$ cat config.mk
export PLATFORM = sky130hd
export DESIGN_NAME = paddle_ctrl
export DESIGN_NICKNAME = d
export VERILOG_FILES = /design/src/rtl/pong_pkg.sv /design/src/rtl/paddle_ctrl_btn_edge.sv /design/src/rtl/paddle_ctrl.sv
export SDC_FILE = /design/constraint.sdc
export NUM_CORES = 1
export LEC_CHECK = 0
export CORE_AREA = 2 2 51 62
export CTS_BUF_LIST = sky130_fd_sc_hd__clkbuf_8 sky130_fd_sc_hd__clkbuf_16
export DETAILED_ROUTE_END_ITERATION = 8
export DIE_AREA = 0 0 53 64
export PLACE_DENSITY = 0.81
export SLEW_MARGIN = 20
export SYNTH_ARGS = -nofsm -noshare
export SYNTH_HDL_FRONTEND = slang
export SYNTH_SLANG_ARGS = --single-unit
$ cat constraint.sdc
create_clock -name clk -period 5.93 [get_ports clk]
set_clock_uncertainty 0.15 [all_clocks]
set_input_delay 1.4825 -clock clk [delete_from_list [all_inputs] [get_ports clk]]
set_output_delay 1.4825 -clock clk [all_outputs]
set_load 0.005 [all_outputs]
$ cat src/rtl/pong_pkg.sv
// Shared Pong constants: screen geometry, paddle motion defaults and the
// state encoding used by the game FSMs.
package pong_pkg;

  localparam int SCREEN_H         = 480;
  localparam int PADDLE_H         = 72;
  localparam int Y_WIDTH          = 10;
  localparam int PADDLE_Y_MAX     = SCREEN_H - PADDLE_H;
  localparam int PADDLE_Y_INIT    = PADDLE_Y_MAX / 2;
  localparam int STEP_DEF         = 4;
  localparam int HOLD_TICKS_DEF   = 32;
  localparam int REPEAT_TICKS_DEF = 4;

  typedef enum logic [1:0] {
    FSM_IDLE   = 2'd0,
    FSM_HOLD   = 2'd1,
    FSM_REPEAT = 2'd2
  } fsm_state_e;

  function automatic int max_int(input int a, input int b);
    return (a > b) ? a : b;
  endfunction

endpackage

$ cat src/rtl/paddle_ctrl_btn_edge.sv
// Button history register: presents the current level, the previous-cycle
// level and a one-cycle rise indication.
module btn_edge (
  input  logic clk,
  input  logic reset,
  input  logic level_in,
  output logic level,
  output logic prev,
  output logic rise
);

  logic prev_d;
  logic prev_q;

  // next history value is simply the current level
  always_comb begin
    prev_d = level_in;
  end

  // history register, tracked every cycle regardless of gameplay state
  always_ff @(posedge clk) begin
    if (reset) begin
      prev_q <= 1'b0;
    end else begin
      prev_q <= prev_d;
    end
  end

  assign level = level_in;
  assign prev  = prev_q;
  assign rise  = level_in & ~prev_q;

endmodule

$ cat src/rtl/paddle_ctrl.sv
// Pong paddle position controller: single step on press, auto-repeat after a
// hold delay, position clamped to the playfield.
module paddle_ctrl #(
  parameter int Y_WIDTH      = pong_pkg::Y_WIDTH,
  parameter int Y_MIN        = 0,
  parameter int Y_MAX        = pong_pkg::PADDLE_Y_MAX,
  parameter int Y_INIT       = pong_pkg::PADDLE_Y_INIT,
  parameter int STEP         = pong_pkg::STEP_DEF,
  parameter int HOLD_TICKS   = pong_pkg::HOLD_TICKS_DEF,
  parameter int REPEAT_TICKS = pong_pkg::REPEAT_TICKS_DEF
) (
  input  logic               clk,
  input  logic               reset,
  input  logic               up_db,
  input  logic               down_db,
  input  logic               move_tick,
  input  logic               enable,
  output logic [Y_WIDTH-1:0] paddle_y,
  output logic               moving,
  output logic               at_top,
  output logic               at_bottom
);

  import pong_pkg::*;

  localparam int CNT_W = $clog2(max_int(HOLD_TICKS, REPEAT_TICKS)) + 1;
  localparam int YE_W  = Y_WIDTH + 1;

  localparam logic [CNT_W-1:0]   HOLD_LAST   = CNT_W'(HOLD_TICKS - 1);
  localparam logic [CNT_W-1:0]   REPEAT_LAST = CNT_W'(REPEAT_TICKS - 1);
  localparam logic [YE_W-1:0]    UP_LIM      = YE_W'(Y_MIN + STEP);
  localparam logic [YE_W-1:0]    DN_LIM      = YE_W'(Y_MAX - STEP);
  localparam logic [Y_WIDTH-1:0] Y_MIN_V     = Y_WIDTH'(Y_MIN);
  localparam logic [Y_WIDTH-1:0] Y_MAX_V     = Y_WIDTH'(Y_MAX);
  localparam logic [Y_WIDTH-1:0] Y_INIT_V    = Y_WIDTH'(Y_INIT);
  localparam logic [Y_WIDTH-1:0] STEP_V      = Y_WIDTH'(STEP);

  logic up_lvl, up_prev, up_rise;
  logic down_lvl, down_prev, down_rise;

  btn_edge u_up_edge (
    .clk      (clk),
    .reset    (reset),
    .level_in (up_db),
    .level    (up_lvl),
    .prev     (up_prev),
    .rise     (up_rise)
  );

  btn_edge u_down_edge (
    .clk      (clk),
    .reset    (reset),
    .level_in (down_db),
    .level    (down_lvl),
    .prev     (down_prev),
    .rise     (down_rise)
  );

  fsm_state_e         state_q, state_d;
  logic               dir_q, dir_d;
  logic [CNT_W-1:0]   cnt_q, cnt_d;
  logic [Y_WIDTH-1:0] y_q, y_d;
  logic               moving_q, moving_d;
  logic               step_en;
  logic               step_down;
  logic               both_high;
  logic               lat_held;
  logic [YE_W-1:0]    y_ext;

  // state register and datapath flops
  always_ff @(posedge clk) begin
    if (reset) begin
      state_q  <= FSM_IDLE;
      dir_q    <= 1'b0;
      cnt_q    <= '0;
      y_q      <= Y_INIT_V;
      moving_q <= 1'b0;
    end else begin
      state_q  <= state_d;
      dir_q    <= dir_d;
      cnt_q    <= cnt_d;
      y_q      <= y_d;
      moving_q <= moving_d;
    end
  end

  assign both_high = up_lvl & down_lvl;
  // "held" means high now and last cycle, so a fresh level never sustains a hold
  assign lat_held  = dir_q ? (down_lvl & down_prev) : (up_lvl & up_prev);

  // next-state logic: press detection, hold/repeat tick counting, exits
  always_comb begin
    state_d   = state_q;
    dir_d     = dir_q;
    cnt_d     = cnt_q;
    step_en   = 1'b0;
    step_down = dir_q;
    if (!enable) begin
      state_d = FSM_IDLE;
      cnt_d   = '0;
    end else begin
      case (state_q)
        FSM_IDLE: begin
          if (up_rise && !down_lvl) begin
            step_en   = 1'b1;
            step_down = 1'b0;
            dir_d     = 1'b0;
            cnt_d     = '0;
            state_d   = FSM_HOLD;
          end else if (down_rise && !up_lvl) begin
            step_en   = 1'b1;
            step_down = 1'b1;
            dir_d     = 1'b1;
            cnt_d     = '0;
            state_d   = FSM_HOLD;
          end else begin
            state_d = FSM_IDLE;
          end
        end
        FSM_HOLD: begin
          if (!lat_held || both_high) begin
            state_d = FSM_IDLE;
            cnt_d   = '0;
          end else if (move_tick) begin
            if (cnt_q == HOLD_LAST) begin
              step_en = 1'b1;
              cnt_d   = '0;
              state_d = FSM_REPEAT;
            end else begin
              cnt_d = cnt_q + CNT_W'(1);
            end
          end else begin
            cnt_d = cnt_q;
          end
        end
        FSM_REPEAT: begin
          if (!lat_held || both_high) begin
            state_d = FSM_IDLE;
            cnt_d   = '0;
          end else if (move_tick) begin
            if (cnt_q == REPEAT_LAST) begin
              step_en = 1'b1;
              cnt_d   = '0;
            end else begin
              cnt_d = cnt_q + CNT_W'(1);
            end
          end else begin
            cnt_d = cnt_q;
          end
        end
        default: begin
          state_d = FSM_IDLE;
          cnt_d   = '0;
        end
      endcase
    end
  end

  assign y_ext = {1'b0, y_q};

  // output logic: clamped step; comparisons are done one bit wider so no wrap
  always_comb begin
    y_d = y_q;
    if (step_en) begin
      if (step_down) begin
        if (y_ext >= DN_LIM) begin
          y_d = Y_MAX_V;
        end else begin
          y_d = y_q + STEP_V;
        end
      end else begin
        if (y_ext <= UP_LIM) begin
          y_d = Y_MIN_V;
        end else begin
          y_d = y_q - STEP_V;
        end
      end
    end else begin
      y_d = y_q;
    end
    moving_d = (y_d != y_q);
  end

  assign paddle_y  = y_q;
  assign moving    = moving_q;
  assign at_top    = (y_q == Y_MIN_V);
  assign at_bottom = (y_q == Y_MAX_V);

endmodule
Word level (Yosys, flattened, before mapping). Cells that the tools add are included. Widths: inputs -> output; s select.

Add/sub/neg operators: 3. $lt $le $gt $ge: 2. Equal/unequal tests: 11. Mux-type cells: 35. Bitwise gates (word level): 8. Reduce and logical (&&, ||, !) cells: 11.

Operator list (number): $mux 6 (8); $mux 10 (4); $pmux 6 s3 (1); $mux 1 (16); $ne 3x3->1 const B (4); $add 10x3->10 const B (1); $eq 10x9->1 const B (1); $ge 10x9->1 const B (1); $le 10x3->1 const B (1); $logic_not 10->1 (1); $ne 10x10->1 (1); $sub 10x3->10 const B (1); $mux 2 (4); $add 6x1->6 const B (1); $eq 6x2->1 const B (1); $eq 6x5->1 const B (1); $pmux 2 s3 (1); $reduce_and 3->1 (2); $and 1x1->1 (5); $logic_not 1->1 (3); $not 1->1 (3); $pmux 1 s3 (1); $eq 2x1->1 const B (1); $eq 2x2->1 const B (1); 5 further kinds (6).

Register bits: 22. Input port bits: 6. Output and inout port bits: 13. Word-level logic and storage cells: 77.

Logic depth before layout (Yosys ltp). Gate-level depths: netlist of the first run.

Word-level depth: 10. Gate-level depth with buffers: 9. Depth with buffers taken out: 8.

Modules after synthesis. Synthesis of the first run repeated with hierarchy kept, for this count alone.

Cells, all modules: 221. Area, all modules: 1730.4 um2.

Modules (own cells, without submodules): paddle_ctrl (times used 1, cells an instance 213, area each 1620.3 um2, sequential area each 400.4 um2); btn_edge (times used 2, cells an instance 4, area each 55.1 um2, sequential area each 20.0 um2).

Worst setup path before layout of the first run. Ideal clock, no wire load.

Kind: input-to-reg. From: input down_db. To: register moving_q (netlist: moving). Library setup time: 137 ps. Arrival: 2927 ps. Data required time: 5643 ps. Setup slack: 2717 ps. Stages on the path: 7. Path buffers: 1. Cell sequence: nand4bb_1 > a21boi_1 > or2_2 > buf_2 > a32oi_1 > a2111oi_0 > a311oi_1.

Longest elaborated chain between the ends: 9. Elaborated cells on any way between the ends: 22. Those cells by class: 1 x eq/ne; 13 x mux; 3 x bitwise; 5 x reduce/logical.

RTL lines: start, declared (RTL line paddle_ctrl.sv:15) `input logic down_db,`; $and 1x1->1 (on tied branches) (RTL line paddle_ctrl.sv:89, paddle_ctrl_btn_edge.sv:31); $mux 1 / $logic_and 1x1->1 (equally long branches) (RTL line paddle_ctrl.sv:89, paddle_ctrl.sv:110); $logic_not 1->1 / $mux 1 (equally long branches); $logic_or 1x1->1 / $mux 1 (equally long branches) (RTL line paddle_ctrl.sv:121, paddle_ctrl.sv:137, paddle_ctrl.sv:104); $mux 1 (on tied branches); $pmux 1 s3 / $mux 1 (equally long branches); $mux 1 / $mux 10 (equally long branches) (RTL line paddle_ctrl.sv:98, paddle_ctrl.sv:165); $mux 10 * (RTL line paddle_ctrl.sv:164) `if (step_en) begin`; $ne 10x10->1 * (RTL line paddle_ctrl.sv:181) `moving_d = (y_d != y_q);`; end signal, assigned (RTL line paddle_ctrl.sv:83) `moving_q <= moving_d;`; end, declared (RTL line paddle_ctrl.sv:63) `logic moving_q, moving_d;`.

Every way passes the cells marked *; elsewhere a longest branch is shown, timed or not. A chain may end at the register's enable or synchronous reset.

Worst setup path after layout of the first run.
From: input enable. To: register moving_q (netlist: moving).

Longest elaborated chain between the ends: 4. Elaborated cells on any way between the ends: 5. Those cells by class: 1 x eq/ne; 4 x mux.

RTL lines: start, declared (RTL line paddle_ctrl.sv:17) `input logic enable,`; $mux 1; $mux 10 (RTL line paddle_ctrl.sv:165) `if (step_down) begin`; $mux 10 * (RTL line paddle_ctrl.sv:164); $ne 10x10->1 * (RTL line paddle_ctrl.sv:181).

Marks and branches as above.

==> results of run 1 <==
[power by group]
part	leakage (µW)	internal, µW	total [µW]	switching [µW]
Sequential	0.000179	151	157	6.18
Combinational	0.000437	20.4	49.6	29.1
Clock	0.0000216	45.4	93.6	48.2
Total	0.000637	217	300	83.5
[metal layers]
metal / track usage / wire length (µm) / up-vias
met5: 0 / 0 / -
met4: 0.0833 / 48 / 0
met3: 0.0327 / 210 / 6
met2: 0.525 / 2310 / 68
met1: 0.317 / 1730 / 821
li1: - / - / 804
[logic make-up after synthesis]
family / synth area share
flops: 0.271
compound gates: 0.296
buf+inv: 0.0555
simple gates: 0.295
fa+ha+maj: 0.0770
xor+xnor: 0.00539
[stage by stage]
| step | setup WS [ns] | cell area, µm² |
|---|---|---|
| CTS | 2.00 | 1840 |
| floorplan | 2.72 | 1620 |
| global route | 1.76 | 1840 |
| finish | 1.87 | 1840 |
| detailed placement | 1.74 | 1800 |
| global placement | 1.89 | 1800 |
[layout by cell type (no fill, tap or decap), drive strengths merged, types with 2 or more instances in the layout]
cell type      synthesis  final
nand2b                 3      3
dfxtp                 22     22
nand2                 16     16
a211oi                 3      3
nor3                   7      7
or4b                   2      2
a221o                  2      2
nand3                  4      4
and3                   3      3
ha                    10     10
nor2                  20     20
clkbuf                 2      3
o2111ai                2      2
nor2b                  6      6
a21oi                 14     14
or3                    2      2
nor4                   5      5
nand4bb                2      2
a21o                   2      2
a311oi                 2      2
nand3b                 5      5
clkdlybuf4s50          0     18
nor3b                  3      3
o211ai                 4      4
a41oi                  2      2
a31oi                  6      6
o21ai                 11     11
nand4                  2      2
inv                   11     11
[flip-flops by register name (all words and copies together), names as in the netlist]
signal / flops
cnt_q: 6
u_up_edge.prev: 1
moving: 1
dir_q: 1
paddle_y: 10
u_down_edge.prev: 1
state_q: 2
[worst register-to-register path, delay by kind of cell, from the launching register on]
kind,cells,cell delay [ns]
compound gates,4,1.29
simple gates,2,0.61
flops,1,0.56
fa+ha+maj,1,0.35
buf+inv,1,0.17
[cell type report]
class                      count  share of cell area
inverter                      11              0.0224
tap                           34              0.0231
multi-input combinational    163               0.595
timing repair buffer          18              0.0980
clock buffer                   3              0.0224
sequential                    22               0.239
[worst min-delay path by stage]
stage	from	depth (start not counted)	end	slack, ns
2_1_floorplan	paddle_y[1]	2	paddle_y[1]	0.30
3_3_place_gp	paddle_y[1]	2	paddle_y[1]	0.31
3_5_place_dp	paddle_y[1]	2	paddle_y[1]	0.32
4_1_cts	paddle_y[1]	2	paddle_y[1]	0.33
5_1_grt	paddle_y[0]	2	paddle_y[0]	0.35
6_report	paddle_y[0]	2	paddle_y[0]	0.32
==> metrics.md, run 1 <==
| Metric | Value |
|---|---|
| RSZ-0062 raised after global routing | `no` |
| Leak | `0.000637 µW` |
| Seq/Total Area, Yosys | `0.271` |
| Crit path to | `moving` |
| CP arrival | `4.02 ns` |
| Gr ovfl total | `0` |
| CORE AREA | `0.00276 mm²` |
| Final GP Congestion | `0.953` |
| Top Family by Delay on Critical Path | `compound AO/OA/AOI/OAI gates` |
| N_diodes | `0` |
| # clock sinks | `22` |
| Layout Cells excl Fill | `251` |
| Crit Path Category | `primary input to flip-flop` |
| Crit-path max FO | `14` |
| Synth cell count leaders | `dfxtp_1 (22), nor2_1 (20), nand2_1 (16)` |
| Crit path from | `enable` |
| CTS Buffer Depth | `2` |
| Dpl cells | `248` |
| Status | `finished, final reports clean` |
| Area Overhead vs Synth | `13.3%` |
| Multi-input gate area | `0.00109 mm²` |
| Synth unique cells | `58` |
| Post-synthesis cell count | `205` |
| # hold bufs at CTS | `0` |
| CTS root buffer | `clkbuf_8` |
| CP startpoint kind | `primary input` |
| FF-to-FF End | `moving` |
| Buf+Inv Stages, Crit Path | `1` |
| Final Max Slew Viols | `0` |
| Sequential Area | `440 µm²` |
| Layout cells sized above 1 | `0.0507` |
| Detailed-route DRC error count | `0` |
| Area of the mapped netlist | `0.00162 mm²` |
| Max stage delay cell, worst path | `a2111oi_0` |
| Nets@finish | `235` |
| CP Cell Sequence | `clkdlybuf4s50_1, nand4bb_1, a21boi_1, or2_2, a21oi_1, a2111oi_0, a311oi_1` |
| CTS tree | `built` |
| Min-delay worst type | `flip-flop to flip-flop` |
| Wire per inst | `17.1 µm` |
| Worst flop-to-flop path startpoint | `paddle_y[2]` |
| Pwr/cell area | `163 mW/mm²` |
| Tot Pwr | `300 µW` |
| Site row count | `21` |
| Syn Nets | `221` |
| Setup violations, final | `0` |
| Total GRT Usage | `0.280` |
| Setup TNS | `0 ns` |
| DR vias/cell | `6.77` |
| DR pass1 iterations | `4` |
| Setup bufs post-CTS | `0` |
| IO buf count | `18` |
| Vias | `1,699` |
| FMAX | `246 MHz` |
| Largest net degree at the start of global routing | `16` |
| Die Ht | `64 µm` |
| Final HPWL DP | `3180 µm` |
| #FFs+latches synth | `22` |
| Initial antenna violation count | `0` |
| Dominant cell type by area after synthesis | `dfxtp_1` |
| Slew @ Worst Pin | `0.640 ns` |
| EDFF count, synth | `0` |
| Clock Pin Slew Worst Setup and Hold Paths | `0.08 ns` |
| Synth area leaders | `dfxtp_1 (27%), ha_1 (7.7%), nor2_1 (4.6%), a21oi_1 (4.3%), nand2_1 (3.7%)` |
| Post-synth top area share | `0.271` |
| Global-route wire length before repair | `7360 µm` |
| Critical path endpoint category | `flip-flop` |
| Critical path depth | `7` |
| CP max stage delay | `0.64 ns` |
| Initial core utilization | `0.589` |
| Die span in x | `53 µm` |
| R2r setup slk | `2.64 ns` |
| Ys async rst share | `0` |
| Die area | `0.00339 mm²` |
| Hold Slack | `0.316 ns` |
| Post-cts sizing count | `0` |
| Period utilisation layout | `0.685` |
| Peak VDD IR | `0.132 mV` |
| Max-cap viol count | `0` |
| Clk Latency, worst-skew pair | `0.26 ns` |
| Fillers | `241` |
| Number of global-route vias before repair | `1,654` |
| Syn avg cell area | `7.92 µm²` |
| Initial DRC count | `86` |
| Antenna-violating nets left | `0` |
| Slew HR | `0.563` |
| Final WL | `4300 µm` |
| Fin. Hold Viols | `0` |
| Worst r2r path cells | `8` |
| TritonCTS Buffers | `3` |
| Final core utilization | `0.667` |
| I/O pin cnt | `19` |
| Warnings from Yosys | `0` |
| CTS H-tree depth | `1` |
| Final min period | `4.06 ns` |
| Count leader, synth | `dfxtp_1` |
| Top_reg_cell synth | `dfxtp_1` |
| Data required, critical path | `5.89 ns` |
Power figures use the tool's default switching activity.
==> inputs of run 2 (changes only) <==
--- a/config.mk
+++ b/config.mk
@@ -5,11 +5,11 @@
 export SDC_FILE = /design/constraint.sdc
 export NUM_CORES = 1
 export LEC_CHECK = 0
-export CORE_AREA = 2 2 51 62
+export CORE_AREA = 2 2 53 64
 export CTS_BUF_LIST = sky130_fd_sc_hd__clkbuf_8 sky130_fd_sc_hd__clkbuf_16
 export DETAILED_ROUTE_END_ITERATION = 8
-export DIE_AREA = 0 0 53 64
-export PLACE_DENSITY = 0.81
+export DIE_AREA = 0 0 55 66
+export PLACE_DENSITY = 0.76
 export SLEW_MARGIN = 20
 export SYNTH_ARGS = -nofsm -noshare
 export SYNTH_HDL_FRONTEND = slang
==> constraint.sdc (replaced) <==
create_clock -name clk -period 3.9 [get_ports clk]
set_clock_uncertainty 0.15 [all_clocks]
set_input_delay 0.975 -clock clk [delete_from_list [all_inputs] [get_ports clk]]
set_output_delay 0.975 -clock clk [all_outputs]
set_load 0.005 [all_outputs]
==> metrics.md, run 2 (synthesis results as in run 1) <==
| Metric | Value |
|---|---|
| Min-delay src | `paddle_y[1]` |
| CORE AREA | `0.00303 mm²` |
| I/O pin cnt | `19` |
| IO buf count | `18` |
| Max stage delay cell, worst path | `clkdlybuf4s50_1` |
| # hold bufs at CTS | `0` |
| Layout cells sized above 1 | `0.0550` |
| Vias | `1,632` |
| Clock Pin Slew Worst Setup and Hold Paths | `0.08 ns` |
| Fin. Hold Viols | `0` |
| CTS tree | `built` |
| DR vias/cell | `6.43` |
| Setup TNS | `0 ns` |
| Commonest non-fill, non-tap cell in the layout | `dfxtp_1` |
| Period utilisation layout | `0.835` |
| Die Ht | `66 µm` |
| Final min period | `3.26 ns` |
| Cell Area, Placed | `0.00180 mm²` |
| Place WS | `0.385 ns` |
| DR pass1 iterations | `4` |
| N_diodes | `0` |
| Worst r2r path cells | `8` |
| Status | `finished, final reports clean` |
| CTS root buffer | `clkbuf_8` |
| Final GP Congestion | `0.960` |
| Pwr/cell area | `282 mW/mm²` |
| Largest net degree at the start of global routing | `16` |
| CP max stage delay | `0.50 ns` |
| Final setup margin | `0.642 ns` |
| Nets@finish | `235` |
| Crit-path max FO | `14` |
| Total GRT Usage | `0.250` |
| R2r setup slk | `0.93 ns` |
| CP startpoint kind | `primary input` |
| Worst Hold Path EP | `paddle_y[1]` |
| Initial core utilization | `0.536` |
| Worst flop-to-flop path startpoint | `paddle_y[3]` |
| RSZ-0062 raised after global routing | `no` |
| Commonest non-fill, non-tap cells in the layout | `dfxtp_1 (22), nor2_1 (20), clkdlybuf4s50_1 (18)` |
| Max-cap viol count | `0` |
| Gr ovfl total | `0` |
| Fillers | `267` |
| Critical path endpoint category | `flip-flop` |
| Final WL | `4070 µm` |
| Leak | `0.000652 µW` |
| Hold Path Stages | `2` |
| FF-to-FF End | `moving` |
| Final Max Slew Viols | `0` |
| CP arrival | `3.24 ns` |
| Area Overhead vs Synth | `15.3%` |
| Post-cts sizing count | `0` |
| Data required, critical path | `3.88 ns` |
| Slew HR | `0.574` |
| Min-delay worst type | `flip-flop to flip-flop` |
| Die area | `0.00363 mm²` |
| Number of global-route vias before repair | `1,557` |
| Global-route wire length before repair | `6820 µm` |
| CP Cell Sequence | `clkdlybuf4s50_1, nand4bb_1, a21boi_1, or2_2, a21oi_1, a2111oi_0, a311oi_1` |
| Initial DRC count | `57` |
| Site row count | `22` |
| CTS Buffer Depth | `2` |
| Detailed-route DRC error count | `0` |
| Crit Path Category | `primary input to flip-flop` |
| Setup violations, final | `0` |
| Clk Latency, worst-skew pair | `0.27 ns` |
| Final HPWL DP | `3010 µm` |
| Die span in x | `55 µm` |
| Peak VDD IR | `0.190 mV` |
| FMAX | `307 MHz` |
| CTS H-tree depth | `1` |
| Slew @ Worst Pin | `0.639 ns` |
| Max reg flops | `10` |
| Final instance area | `0.00187 mm²` |
| Initial antenna violation count | `0` |
| Setup bufs post-CTS | `0` |
| # clock sinks | `22` |
| Wire per inst | `16.0 µm` |
| Antenna-violating nets left | `0` |
| TritonCTS Buffers | `3` |
[run 2: how the worst max path moves through the flow]
| stage | from | end | slack, ns |
|---|---|---|---|
| floorplan | down_db | moving | 1.19 |
| global placement | enable | moving | 0.52 |
| detailed placement | enable | moving | 0.38 |
| CTS | enable | moving | 0.66 |
| global route | down_db | moving | 0.44 |
| finish | down_db | moving | 0.64 |
[run 2: per-layer routing]
metal / up-vias / part of all wire / track usage
met5: - / 0 / 0
met4: 0 / 0.027 / 0.128
met3: 11 / 0.045 / 0.0271
met2: 55 / 0.52 / 0.442
met1: 760 / 0.41 / 0.283
li1: 806 / - / -
[run 2: final cells by class]
cell class                 instances  area, µm²  area share
sequential                        22        440       0.235
clock inverter                     1       30.0      0.0160
timing repair buffer              18        180      0.0963
multi-input combinational        163       1090       0.584
clock buffer                       3       41.3      0.0221
inverter                          11       41.3      0.0221
tap                               36       45.0      0.0241
[run 2: stage by stage]
step | hold WS, ns | utilization | total power [µW] | std cells
floorplan | 0.302 | - | 292 | 205
global placement | 0.303 | 0.595 | 316 | 250
detailed placement | 0.305 | 0.595 | 318 | 250
CTS | 0.318 | 0.618 | 530 | 254
global route | 0.356 | 0.618 | 550 | 254
finish | 0.317 | 0.618 | 528 | 254
[run 2: worst max-delay path: cells and delay by family]
| family | cells | cell delay [ns] |
|---|---|---|
| AO/OA/AOI/OAI | 4 | 1.15 |
| AND/OR/NAND/NOR | 2 | 0.61 |
| buffers and inverters | 1 | 0.50 |
[run 2: report_power, final]
part           switching (µW)  internal, µW
combinational            44.4          31.1
sequential               9.15           229
clock                    77.0           137
total                     131           397
==> inputs of run 3 (changes only) <==
--- a/config.mk
+++ b/config.mk
@@ -5,11 +5,11 @@
 export SDC_FILE = /design/constraint.sdc
 export NUM_CORES = 1
 export LEC_CHECK = 0
-export CORE_AREA = 2 2 53 64
+export CORE_AREA = 2 2 56 68
 export CTS_BUF_LIST = sky130_fd_sc_hd__clkbuf_8 sky130_fd_sc_hd__clkbuf_16
 export DETAILED_ROUTE_END_ITERATION = 8
-export DIE_AREA = 0 0 55 66
-export PLACE_DENSITY = 0.76
+export DIE_AREA = 0 0 58 70
+export PLACE_DENSITY = 0.71
 export SLEW_MARGIN = 20
 export SYNTH_ARGS = -nofsm -noshare
 export SYNTH_HDL_FRONTEND = slang
==> constraint.sdc (replaced) <==
create_clock -name clk -period 2.9 [get_ports clk]
set_clock_uncertainty 0.15 [all_clocks]
set_input_delay 0.725 -clock clk [delete_from_list [all_inputs] [get_ports clk]]
set_output_delay 0.725 -clock clk [all_outputs]
set_load 0.005 [all_outputs]
==> metrics.md, run 3 (synthesis results as in run 1) <==
| Metric | Value |
|---|---|
| Largest net degree at the start of global routing | `15` |
| Final WL | `4260 µm` |
| Die span in x | `58 µm` |
| Site row count | `24` |
| I/O pin cnt | `19` |
| Hold Path Stages | `2` |
| Gr ovfl total | `0` |
| Crit-path max FO | `3` |
| FMAX | `363 MHz` |
| Antenna-violating nets left | `0` |
| Nets@finish | `260` |
| Detailed-route DRC error count | `0` |
| Clk Latency, worst-skew pair | `0.27 ns` |
| Critical path endpoint category | `output pin` |
| DR vias/cell | `6.15` |
| Final setup margin | `0.143 ns` |
| Wire per inst | `15.1 µm` |
| RSZ-0062 raised after global routing | `no` |
| Int Power | `490 µW` |
| CTS H-tree depth | `1` |
| CORE AREA | `0.00348 mm²` |
| Status | `finished, final reports clean` |
| Area Overhead vs Synth | `27.1%` |
| Final core utilization | `0.593` |
| Final Max Slew Viols | `0` |
| CTS Buffer Depth | `2` |
| Worst r2r path cells | `8` |
| TritonCTS Buffers | `3` |
| Crit Path Category | `flip-flop to output pin` |
| Clock power frac | `0.335` |
| Period utilisation layout | `0.951` |
| Total GRT Usage | `0.225` |
| Data required, critical path | `2.03 ns` |
| DR pass1 iterations | `4` |
| Crit path from | `paddle_y[9]` |
| IO buf count | `18` |
| Initial core utilization | `0.466` |
| Max reg flops | `10` |
| Setup bufs post-CTS | `0` |
| Sequential power share | `0.470` |
| Peak VDD IR | `0.262 mV` |
| Slew HR | `0.695` |
| Global-route wire length before repair | `7270 µm` |
| N_diodes | `0` |
| Fin. Hold Viols | `0` |
| Final GP Congestion | `0.935` |
| Worst flop-to-flop path startpoint | `paddle_y[2]` |
| Pwr/cell area | `325 mW/mm²` |
| Min-delay worst type | `flip-flop to flip-flop` |
| Switch Pwr | `181 µW` |
| CP arrival | `1.88 ns` |
| Die area | `0.00406 mm²` |
| Commonest non-fill, non-tap cell in the layout | `buf_4` |
| CTS tree | `built` |
| Switching Share | `0.269` |
| Setup violations, final | `0` |
| R2r setup slk | `0.22 ns` |
| Die Ht | `70 µm` |
| Place WS | `-0.143 ns` |
| Min-delay src | `paddle_y[1]` |
| Final HPWL DP | `3210 µm` |
| # hold bufs at CTS | `0` |
| # clock sinks | `22` |
| Commonest non-fill, non-tap cells in the layout | `buf_4 (25), dfxtp_1 (22), nor2_1 (20)` |
| Clock Pin Slew Worst Setup and Hold Paths | `0.09 ns` |
| Slew @ Worst Pin | `0.457 ns` |
| Leak | `0.000766 µW` |
| Max-cap viol count | `0` |
| Layout cells sized above 1 | `0.165` |
| CP startpoint kind | `flip-flop` |
| Initial DRC count | `98` |
| Final min period | `2.76 ns` |
| CTS root buffer | `clkbuf_8` |
| Initial antenna violation count | `0` |
| Logic gate share of total power | `0.195` |
| Number of global-route vias before repair | `1,633` |
| Vias | `1,734` |
## run 3: cell types whose count changed in the layout (fill, tap and decap cells not counted), sizes merged
cell,previous run,this run
clkbuf,3,4
buf,0,25
bufinv,1,0
## run 3: layer usage
layer  global-route usage  share of wire  vias up
met4                0.114          0.032        0
met3               0.0204          0.050       15
li1                     -              -      856
met5                    0              0        -
met1                0.287           0.43      799
met2                0.370           0.48       64
## run 3: area by class of cell
cell class	instances	area [µm²]
clock buffers	4	55.1
fillers	329	1420
inverters	11	41.3
multi-input cells	163	1110
flip-flops and latches	22	440
well taps	39	48.8
repair buffers	43	368
## run 3: path summary, 6_finish.rpt
path	to
max	at_bottom
max reg2reg	moving
min	paddle_y[1]
min reg2reg	paddle_y[1]
## run 3: per-stage QoR
step / TNS, ns / hold slack [ns] / total power, µW / cells / instance area (µm²)
4_1_cts: 0 / 0.325 / 679 / 282 / 2050
3_5_place_dp: -0.220 / 0.313 / 451 / 278 / 1990
6_report: 0 / 0.322 / 671 / 282 / 2060
5_1_grt: 0 / 0.353 / 703 / 282 / 2060
2_1_floorplan: 0 / 0.302 / 392 / 205 / 1620
3_3_place_gp: -0.142 / 0.308 / 450 / 278 / 1990
## run 3: worst max-delay path, stage by stage, from the launching register on
cell and delay, ns:
dfxtp_1 0.34, or3_4 0.42, nor4_2 0.19, and3_1 0.17, clkdlybuf4s50_1 0.49
## run 3: timing repair
| action | CTS | global route |
|---|---|---|
| hold endpoints to repair | 0 | 0 |
| endpoints found under the setup margin | 0 | 2 |
| resized for setup | 0 | 4 |
## run 3: power by group through the flow
| stage | clock network (µW) | logic, µW | registers, µW |
|---|---|---|---|
| 5_1_grt | 244 | 144 | 316 |
| 2_1_floorplan | 0 | 69.6 | 323 |
| 3_5_place_dp | 0 | 129 | 322 |
| 4_1_cts | 235 | 129 | 315 |
| 6_report | 225 | 131 | 315 |
| 3_3_place_gp | 0 | 128 | 322 |
